`src/rtl/ram_arb_pkg.sv`:
```
// ram_arb_pkg
//   Shared types and defaults for the ram32_8 arbiter slice.
//   ADDR_W_DEF / DATA_W_DEF : default RAM geometry (32 x 8).
//   port_id_t               : requester identity; NONE marks "no port"
//                             for last grant, lock owner and read owner.
package ram_arb_pkg;

  localparam int ADDR_W_DEF = 5;
  localparam int DATA_W_DEF = 8;

  typedef enum logic [1:0] {
    P0   = 2'd0,
    P1   = 2'd1,
    NONE = 2'd2
  } port_id_t;

endpackage

```
`src/rtl/rr_pick2.sv`:
```
// rr_pick2
//   Pure combinational two-way round-robin selector.
//   Ports:
//     req0, req1 : in  request per port
//     last_gnt   : in  port granted most recently
//     pick       : out selected port, NONE when nobody requests
//   On a tie the port opposite last_gnt wins, so last_gnt = NONE or P1
//   favours port 0.
module rr_pick2
  import ram_arb_pkg::*;
(
  input  logic     req0,
  input  logic     req1,
  input  port_id_t last_gnt,
  output port_id_t pick
);

  always_comb begin
    pick = NONE;
    if (req0 && req1) begin
      pick = (last_gnt == P0) ? P1 : P0;
    end else if (req0) begin
      pick = P0;
    end else if (req1) begin
      pick = P1;
    end
  end

endmodule

```
`src/rtl/ram_arbiter32.sv`:
```
// ram_arbiter32
//   Shares the single-port ram32_8 between the binary-search datapath
//   (port 0) and the host/loader (port 1). One RAM transaction per cycle,
//   round-robin fairness, optional bounded lock for back-to-back access.
//
//   Handshake (both ports): req_k is "valid", gnt_k is "ready". A
//   transaction transfers in the cycle where req_k && gnt_k. gnt is
//   combinational, so an ungranted requester keeps req/we/addr/wdata/lock
//   stable and simply waits. Reads return exactly one cycle after the
//   transfer as rvalid_k/rdata_k.
//
//   Ports:
//     clk, reset            : clock, asynchronous active-low reset
//     req/we/lock/addr/wdata: per-port request (k = 0, 1)
//     gnt0, gnt1            : combinational grant
//     rvalid0/1, rdata0/1   : read return, rdata is 0 when rvalid is low
//     mem_addr/wdata/wren   : to ram32_8; mem_rdata from ram32_8
//     busy                  : a port currently holds a lock
//     dbg_state             : {last_gnt, lock_owner, rd_owner, lock_cnt}
module ram_arbiter32
  import ram_arb_pkg::*;
#(
  parameter int ADDR_W   = ADDR_W_DEF,
  parameter int DATA_W   = DATA_W_DEF,
  parameter int LOCK_MAX = 8
) (
  input  logic              clk,
  input  logic              reset,
  input  logic              req0,
  input  logic              req1,
  input  logic              we0,
  input  logic              we1,
  input  logic              lock0,
  input  logic              lock1,
  input  logic [ADDR_W-1:0] addr0,
  input  logic [ADDR_W-1:0] addr1,
  input  logic [DATA_W-1:0] wdata0,
  input  logic [DATA_W-1:0] wdata1,
  output logic              gnt0,
  output logic              gnt1,
  output logic              rvalid0,
  output logic              rvalid1,
  output logic [DATA_W-1:0] rdata0,
  output logic [DATA_W-1:0] rdata1,
  output logic [ADDR_W-1:0] mem_addr,
  output logic [DATA_W-1:0] mem_wdata,
  output logic              mem_wren,
  input  logic [DATA_W-1:0] mem_rdata,
  output logic              busy,
  output logic [13:0]       dbg_state
);

  localparam logic [7:0] LOCK_MAX_C = 8'(LOCK_MAX);

  port_id_t   last_gnt, lock_owner, rd_owner;
  logic [7:0] lock_cnt;

  port_id_t   nxt_last, nxt_owner, nxt_rd;
  logic [7:0] nxt_cnt;

  port_id_t   rr_sel, sel;
  logic       sel_we, sel_lock;

  rr_pick2 u_pick (
    .req0     (req0),
    .req1     (req1),
    .last_gnt (last_gnt),
    .pick     (rr_sel)
  );

  // A lock overrides fairness until it has been used LOCK_MAX times; once
  // exhausted, the owner keeps the RAM only if the other port is idle.
  // When the lock is exhausted and both request, last_gnt equals the owner,
  // so the round-robin pick already hands over to the other port.
  always_comb begin
    sel = rr_sel;
    if (lock_owner == P0 && req0 && (lock_cnt < LOCK_MAX_C || !req1)) begin
      sel = P0;
    end else if (lock_owner == P1 && req1 && (lock_cnt < LOCK_MAX_C || !req0)) begin
      sel = P1;
    end
    if (!reset) begin
      sel = NONE;
    end
  end

  assign gnt0 = (sel == P0);
  assign gnt1 = (sel == P1);

  always_comb begin
    mem_addr  = '0;
    mem_wdata = '0;
    mem_wren  = 1'b0;
    sel_we    = 1'b1;
    sel_lock  = 1'b0;
    case (sel)
      P0: begin
        mem_addr  = addr0;
        mem_wdata = wdata0;
        mem_wren  = we0;
        sel_we    = we0;
        sel_lock  = lock0;
      end
      P1: begin
        mem_addr  = addr1;
        mem_wdata = wdata1;
        mem_wren  = we1;
        sel_we    = we1;
        sel_lock  = lock1;
      end
      default: ;
    endcase
  end

  // Next state. Any cycle without a grant, or a grant without lock,
  // releases the lock.
  always_comb begin
    nxt_last  = last_gnt;
    nxt_owner = NONE;
    nxt_cnt   = '0;
    nxt_rd    = NONE;
    if (sel != NONE) begin
      nxt_last = sel;
      if (!sel_we) begin
        nxt_rd = sel;
      end
      if (sel_lock) begin
        nxt_owner = sel;
        if (lock_owner == sel) begin
          nxt_cnt = (lock_cnt < LOCK_MAX_C) ? lock_cnt + 8'd1 : lock_cnt;
        end else begin
          nxt_cnt = 8'd1;
        end
      end
    end
  end

  always_ff @(posedge clk or negedge reset) begin
    if (!reset) begin
      last_gnt   <= P1;
      lock_owner <= NONE;
      lock_cnt   <= '0;
      rd_owner   <= NONE;
    end else begin
      last_gnt   <= nxt_last;
      lock_owner <= nxt_owner;
      lock_cnt   <= nxt_cnt;
      rd_owner   <= nxt_rd;
    end
  end

  // rd_owner is cleared asynchronously, so rvalid drops with reset.
  assign rvalid0   = (rd_owner == P0);
  assign rvalid1   = (rd_owner == P1);
  assign rdata0    = rvalid0 ? mem_rdata : '0;
  assign rdata1    = rvalid1 ? mem_rdata : '0;
  assign busy      = (lock_owner != NONE);
  assign dbg_state = {last_gnt, lock_owner, rd_owner, lock_cnt};

endmodule

```
`config.mk`:
```
export PLATFORM = sky130hd
export DESIGN_NAME = ram_arbiter32
export DESIGN_NICKNAME = d
export VERILOG_FILES = /design/src/rtl/ram_arb_pkg.sv /design/src/rtl/rr_pick2.sv /design/src/rtl/ram_arbiter32.sv
export SDC_FILE = /design/constraint.sdc
export NUM_CORES = 1
export LEC_CHECK = 0
export BUFFER_PORTS_ARGS = -buffer_cell sky130_fd_sc_hd__clkbuf_2
export CAP_MARGIN = 0
export CORE_MARGIN = 2
export CORE_UTILIZATION = 30
export CTS_CLUSTER_DIAMETER = 80
export DETAILED_ROUTE_END_ITERATION = 8
export GPL_ROUTABILITY_DRIVEN = 1
export PLACE_DENSITY = 0.67
export SETUP_SLACK_MARGIN = 0.1
export SLEW_MARGIN = 20
export SYNTH_ARGS = -nofsm -noshare
export SYNTH_HDL_FRONTEND = slang
export SYNTH_SLANG_ARGS = --single-unit
```
`constraint.sdc`:
```
create_clock -name clk -period 2.6 [get_ports clk]
set_input_delay 0.26 -clock clk [delete_from_list [all_inputs] [get_ports clk]]
set_output_delay 0.26 -clock clk [all_outputs]
set_load 0.02 [all_outputs]
```
# Yosys cells after proc, flatten, opt, wreduce, memory -nomap -nowiden
# Cells that the tools add are included.
op_classes:
  eq_ne: 7
  n_addsub: 1
  order_cmp: 1
  n_reduce_logical: 13
  n_mux: 22
ops:
  columns: ["cell", "count"]
  rows:
  - ["8-bit 2-to-1 mux", 6]
  - ["2-bit 2-to-1 mux", 10]
  - ["8-bit case mux with 2 select lines", 1]
  - ["5-bit case mux with 2 select lines", 1]
  - ["8-bit by 1-bit adder with 8-bit output (second input constant)", 1]
  - ["2-bit logical NOT", 4]
  - ["8-bit by 4-bit less-than comparator with 1-bit output (second input constant)", 1]
  - ["2-bit by 1-bit equality test with 1-bit output (second input constant)", 3]
  - ["1-bit case mux with 2 select lines", 3]
  - ["1-bit logical AND", 5]
  - ["2-bit != test (second input constant)", 2]
  - ["4-bit by 3-bit != test with 1-bit output (second input constant)", 1]
  - ["2-bit equality test", 1]
  - ["1-bit logical NOT", 2]
  - ["1-bit logical OR", 2]
  - ["1-bit 2-to-1 mux", 1]
word_totals:
  regBits: 14

# Logic depth before layout (Yosys ltp)
depth:
  ltp_word: 10
  depth_mapped: 6
  ltp_nobuf: 5

# By module
# Synthesis repeated with hierarchy kept, for this count alone.
unflattened:
  cells_unflattened: 132
  hier_area_um2: 1184.9
by_module_without_submodules:
  columns: ["module", "area_per_inst_um2", "cells_per_inst", "instances"]
  rows:
  - ["ram_arbiter32", 1169.9, 129, 1]
  - ["rr_pick2", 15.0, 3, 1]

# Worst setup path before layout
# OpenSTA, ideal clock, no wires.
synth_timing:
  path_type: "register to output"
  startpoint: "register lock_cnt[6]"
  endpoint: "output port mem_addr[0]"
  n_path_buf: 1
  slack_ps: 158
  stages_incl_launch_ff: 6
  t_arrival_ps: 2182
  path_cell_list: "dfrtp_1 > or3_1 > o41ai_1 > a31oi_4 > buf_4 > o21ai_0"
synth_via:
  elab_chain_cells: 8
synth_rtl:
  columns: ["item", "line_no", "text"]
  rows:
  - ["from (decl)", "ram_arbiter32.sv:56", "logic [7:0] lock_cnt;"]
  - ["from (signal assigned)", "ram_arbiter32.sv:147", "lock_cnt <= nxt_cnt;"]
  - ["8-bit by 4-bit less-than comparator with 1-bit output (*)", "ram_arbiter32.sv:77, ram_arbiter32.sv:79", null]
  - ["1-bit logical OR", "ram_arbiter32.sv:79", "end else if (lock_owner == P1 && req1 && (lock_cnt < LOCK_MAX_C || !req0)) begin"]
  - ["1-bit logical AND", "ram_arbiter32.sv:79", null]
  - ["2-bit 2-to-1 mux", "ram_arbiter32.sv:79", null]
  - ["2-bit 2-to-1 mux (*)", "ram_arbiter32.sv:77", "if (lock_owner == P0 && req0 && (lock_cnt < LOCK_MAX_C || !req1)) begin"]
  - ["2-bit 2-to-1 mux (*)", "ram_arbiter32.sv:82", "if (!reset) begin"]
  - ["2-bit by 1-bit equality test with 1-bit output / 2-bit logical NOT (equally long branches)", "ram_arbiter32.sv:96", "case (sel)"]
  - ["5-bit case mux with 2 select lines (*)", "ram_arbiter32.sv:96", null]
  - ["to (decl)", "ram_arbiter32.sv:45", "output logic [ADDR_W-1:0] mem_addr,"]
# Every way passes the cells marked *; elsewhere a longest branch is shown, timed or not.

# Worst setup path in the final report
layout_timing:
  startpoint: "register lock_cnt[6]"
  endpoint: "output port mem_wdata[2]"
layout_via:
  elab_chain_cells: 8
layout_rtl:
  columns: ["item", "line_no", "text"]
  rows:
  - ["8-bit by 4-bit less-than comparator with 1-bit output (*)", "ram_arbiter32.sv:77, ram_arbiter32.sv:79", null]
  - ["1-bit logical OR", "ram_arbiter32.sv:79", null]
  - ["1-bit logical AND", "ram_arbiter32.sv:79", null]
  - ["2-bit 2-to-1 mux", "ram_arbiter32.sv:79", null]
  - ["2-bit 2-to-1 mux (*)", "ram_arbiter32.sv:77", null]
  - ["2-bit 2-to-1 mux (*)", "ram_arbiter32.sv:82", null]
  - ["2-bit by 1-bit equality test with 1-bit output / 2-bit logical NOT (equally long branches)", "ram_arbiter32.sv:96", null]
  - ["8-bit case mux with 2 select lines (*)", "ram_arbiter32.sv:96", null]
  - ["to (decl)", "ram_arbiter32.sv:46", "output logic [DATA_W-1:0] mem_wdata,"]
# Marks and branches as above.

==> results by stage <==
Status:
- The run finished with clean final reports.

Timing:
- The number of pins with negative max-slew slack in the final report is 0.
- The hold slack is 148 ps.
- Across the routed clock network, the largest skew measured is 0.881 ps.
- The transition time at the pin with the least slew margin is 524 ps.
- The final-report setup violation count is 0.
- The clock period minus worst slack is 2550 ps.
- In this run the tightest slew margin relative to its limit is 64.8%.
- The total count of hold-check failures in the final report is 0.
- For this run, the top clock speed supported by timing is 392 MHz.
- The part of the cycle the worst path needs is 98.0%.
- Setup repair after global routing could not meet its margin everywhere.

Placed design:
- The instance area after placement is 1500 µm².
- The wire-length estimate of the detail-placed layout is 2.43 mm.
- The count of buffers added on input and output ports is 90.
- The weighted congestion reported at the end of routability-driven placement is 0.804.

CTS:
- The number of clock sinks is 14.
- The tree is rooted in a clkbuf_4.
- The H-tree depth reported by CTS is 1.
- The maximum buffer depth of the clock tree is 2.
- For the worst-skew pair, the clock arrives at the later sink with an insertion delay of 270 ps.
- The TritonCTS clock tree is yes.
- Clock-pin slew was measured on the worst setup and hold paths at 80 ps.
- TritonCTS created 3 clock buffers.

Critical path:
- In this run the critical register-to-register path is launched from lock_cnt[6]$_DFFE_PN0P_.
- The category of the worst setup path launch point is a flip-flop.
- The worst path arrival time is 2290 ps.
- The launching instance or port of the critical path is lock_cnt[6]$_DFFE_PN0P_.
- By startpoint and endpoint, the worst setup path is classified as reg -> out.
- The endpoint class of the critical path is a primary output.
- In this run the worst path has a maximum fanout of 17.
- For the worst setup path, the data required time is 2340 ps.

Synth:
- The number of standard cells after synthesis is 127.
- The synthesized netlist occupies a cell area of 991 µm².
- The sequential fraction of the synthesis area is 35.7%.
- Yosys printed 0 warnings.
- In this run, distinct cell masters in the synthesized netlist total 31.
- The number of nets in the synthesized netlist is 170.
- In this run, synthesis produced a sequential element count of 14.
- Each instance of the synthesized netlist takes up on average 7.80 µm².

Global route:
- Global routing consumed, on the met2 layer, 31.3% of the routing resources.
- The number of global-route vias before repair was 1029.
- For met1 alone, demand over resource in global routing was 18.1%.
- The global-route congestion overflow total is 0.
- Entering global routing, the biggest net connects 20 pins.
- The first global-routing pass estimated 4.61 mm of wire.
- Global routing used 16.3% of the available tracks across all layers.
- The initial antenna violation count is 0.
- The layer carrying the most global-route usage is met2.
- For met3 alone, demand over resource in global routing was 3.99%.

Finish:
- The top cell types in the final layout, fill and taps aside, are 74 x clkbuf_2, 32 x nand2_1, 19 x and2_1.
- The commonest non-fill, non-tap cell in the layout is clkbuf_2.
- Summing all non-filler instances in the final layout gives an area of 1720 µm².
- The signed area change from the synthesized netlist to the final layout is 73.6%.
- After the last flow step, the layout net total stands at 270.
- Of the cells placed in the final design, the portion with a size suffix greater than 1 is 51.3%.
- The total inserted antenna cells is 0.

Power:
- Per report_power, the clock group accounts for 20.1% of the total.
- Cell internal power was estimated by the tool at 0.000405 W.
- The net switching power is 0.000217 W.
- Net switching is 34.8% of the power.
- Sequential cells account for 38.5% of the total power.
- The overall power is 0.000622 W.
- For this design the static power due to leakage is 0.916 nW.
- The share of total power dissipated in combinational logic is 41.5%.
- The maximum resistive drop on vdd is 0.000273 V.
- The total power per unit cell area is 361 nW/µm².

Detailed routing:
- The number of remaining DRC errors is 0.
- The DRC violation total after the first TritonRoute iteration is 14.
- The average wire per cell in the routed design is 12.0 µm.
- The mean number of vias per cell is 4.62.
- In this run the remaining antenna-violating nets after routing total 0.
- The detailed router placed 1247 vias in this run.
- The first-pass iteration count of the detailed router is 4.
- The overall routed net length is 3.24 mm.

Floorplanning:
- The placeable core area is 3100 µm².
- The I/O pin total is 91.
- In this run the vertical extent of the chip is 61.5 µm.
- After floorplanning, the core was divided into 20 placement rows.
- The die covers 3780 µm².
- Once the floorplan was initialized, standard cells occupied 31.9% of the core.
- In this run the horizontal extent of the chip is 61.5 µm.

Run:
- The count of max-cap constraint violations is 0.

Worst hold path:
- The type of the tightest min-delay check is in -> reg.
- The startpoint of the tightest hold check path is we1.
[logic make-up after synthesis]
logic type,Yosys count,share of synthesized area [%]
flip-flops,14,35.7
buffers and inverters,5,2.78
adder cells (fa/ha/maj),1,1.26
XOR/XNOR,3,2.65
AO/OA/AOI/OAI,28,18.2
AND/OR/NAND/NOR,74,37.4
multiplexers,2,2.02
[cells in the mapped netlist, drive strengths merged]
cell type	count	share of area, %
nor3	1	0.50
nand2	32	12
o41ai	1	0.88
or3	1	0.63
o21ai	18	9.1
dfrtp	11	28
a21oi	1	0.50
a22oi	1	0.76
clkbuf	3	1.3
xnor2	1	0.88
o21a	1	0.76
xor2	2	1.8
dfstp	3	8.0
nor2	7	2.7
ha	1	1.3
and2	19	12
or4	1	1.1
a21o	1	0.76
and4b	1	1.0
buf	2	1.5
o22ai	2	1.3
nand3	2	1.0
a21boi	1	1.1
a31oi	1	2.1
a41oi	1	0.88
nand2b	2	1.3
and3	1	0.63
nor2b	7	4.4
mux2i	2	2.0
[cell type report]
class,instances,area [µm²]
Tap cell,44,55.1
Fill cell,294,1380
Clock buffer,4,26.3
Multi-Input combinational cell,108,653
Timing Repair Buffer,100,632
Sequential cell,14,354
[flip-flops by register name, indices dropped and copies added, names as in the netlist]
| register | cells |
|---|---|
| last_gnt | 2 |
| lock_owner | 2 |
| lock_cnt | 8 |
| rd_owner | 2 |
[path summary, 6_finish.rpt]
kind	endpoint	slack (ps)	cells after the start
worst max-delay path	mem_wdata[2]	50	7
worst max register to register	lock_cnt[0]$_DFFE_PN0P_	450	7
min in group asynchronous	lock_cnt[2]$_DFFE_PN0P_	440	2
worst min-delay path	rd_owner[0]$_DFF_PN0_	150	2
max in group asynchronous	last_gnt[0]$_DFFE_PN1N_	1830	2
worst min register to register	last_gnt[1]$_DFFE_PN0N_	520	1
[through the flow]
stage / TNS [ps] / setup WS [ps] / cells / utilization [%]
floorplan: 0 / 158 / 127 / -
global placement: 0 / 264 / 258 / 48.2
detailed placement: 0 / 237 / 258 / 48.2
CTS: 0 / 96.4 / 266 / 51.5
global route: -41.4 / -29.9 / 270 / 55.4
finish: 0 / 50.8 / 270 / 55.4
[layer usage]
metal  vias to the layer above  wire length [µm]
li1                        632                 -
met1                       558              1230
met3                         6               187
met4                         0                49
met5                         -                 0
met2                        51              1770
[power by group through the flow]
stage	Clock, W	Sequential (W)	Combinational, W
detailed placement	0	0.000243	0.000211
finish	0.000125	0.000239	0.000258
global placement	0	0.000243	0.000211
global route	0.000144	0.000241	0.000279
CTS	0.000128	0.000239	0.000227
floorplan	0	0.000252	0.000112
[critical path, cell delays in order, from the launching register on]
cell and delay [ps]:
dfrtp_1 390, or3_4 400, or4_4 440, a31oi_4 230
buf_12 180, nand2_1 80, o21ai_0 100, buf_2 210
[timing repair]
| action | in CTS | in global routing |
|---|---|---|
| gates resized for setup | 6 | 48 |
| cloned | 1 | 1 |
| buffers inserted | 2 | 3 |
| hold buffers | 1 | 0 |
| setup endpoints to repair | 16 | 16 |
| hold endpoints to repair | 11 | 0 |
| pin swaps | 2 | 4 |
Note: power is estimated with default switching activity, not from simulation.
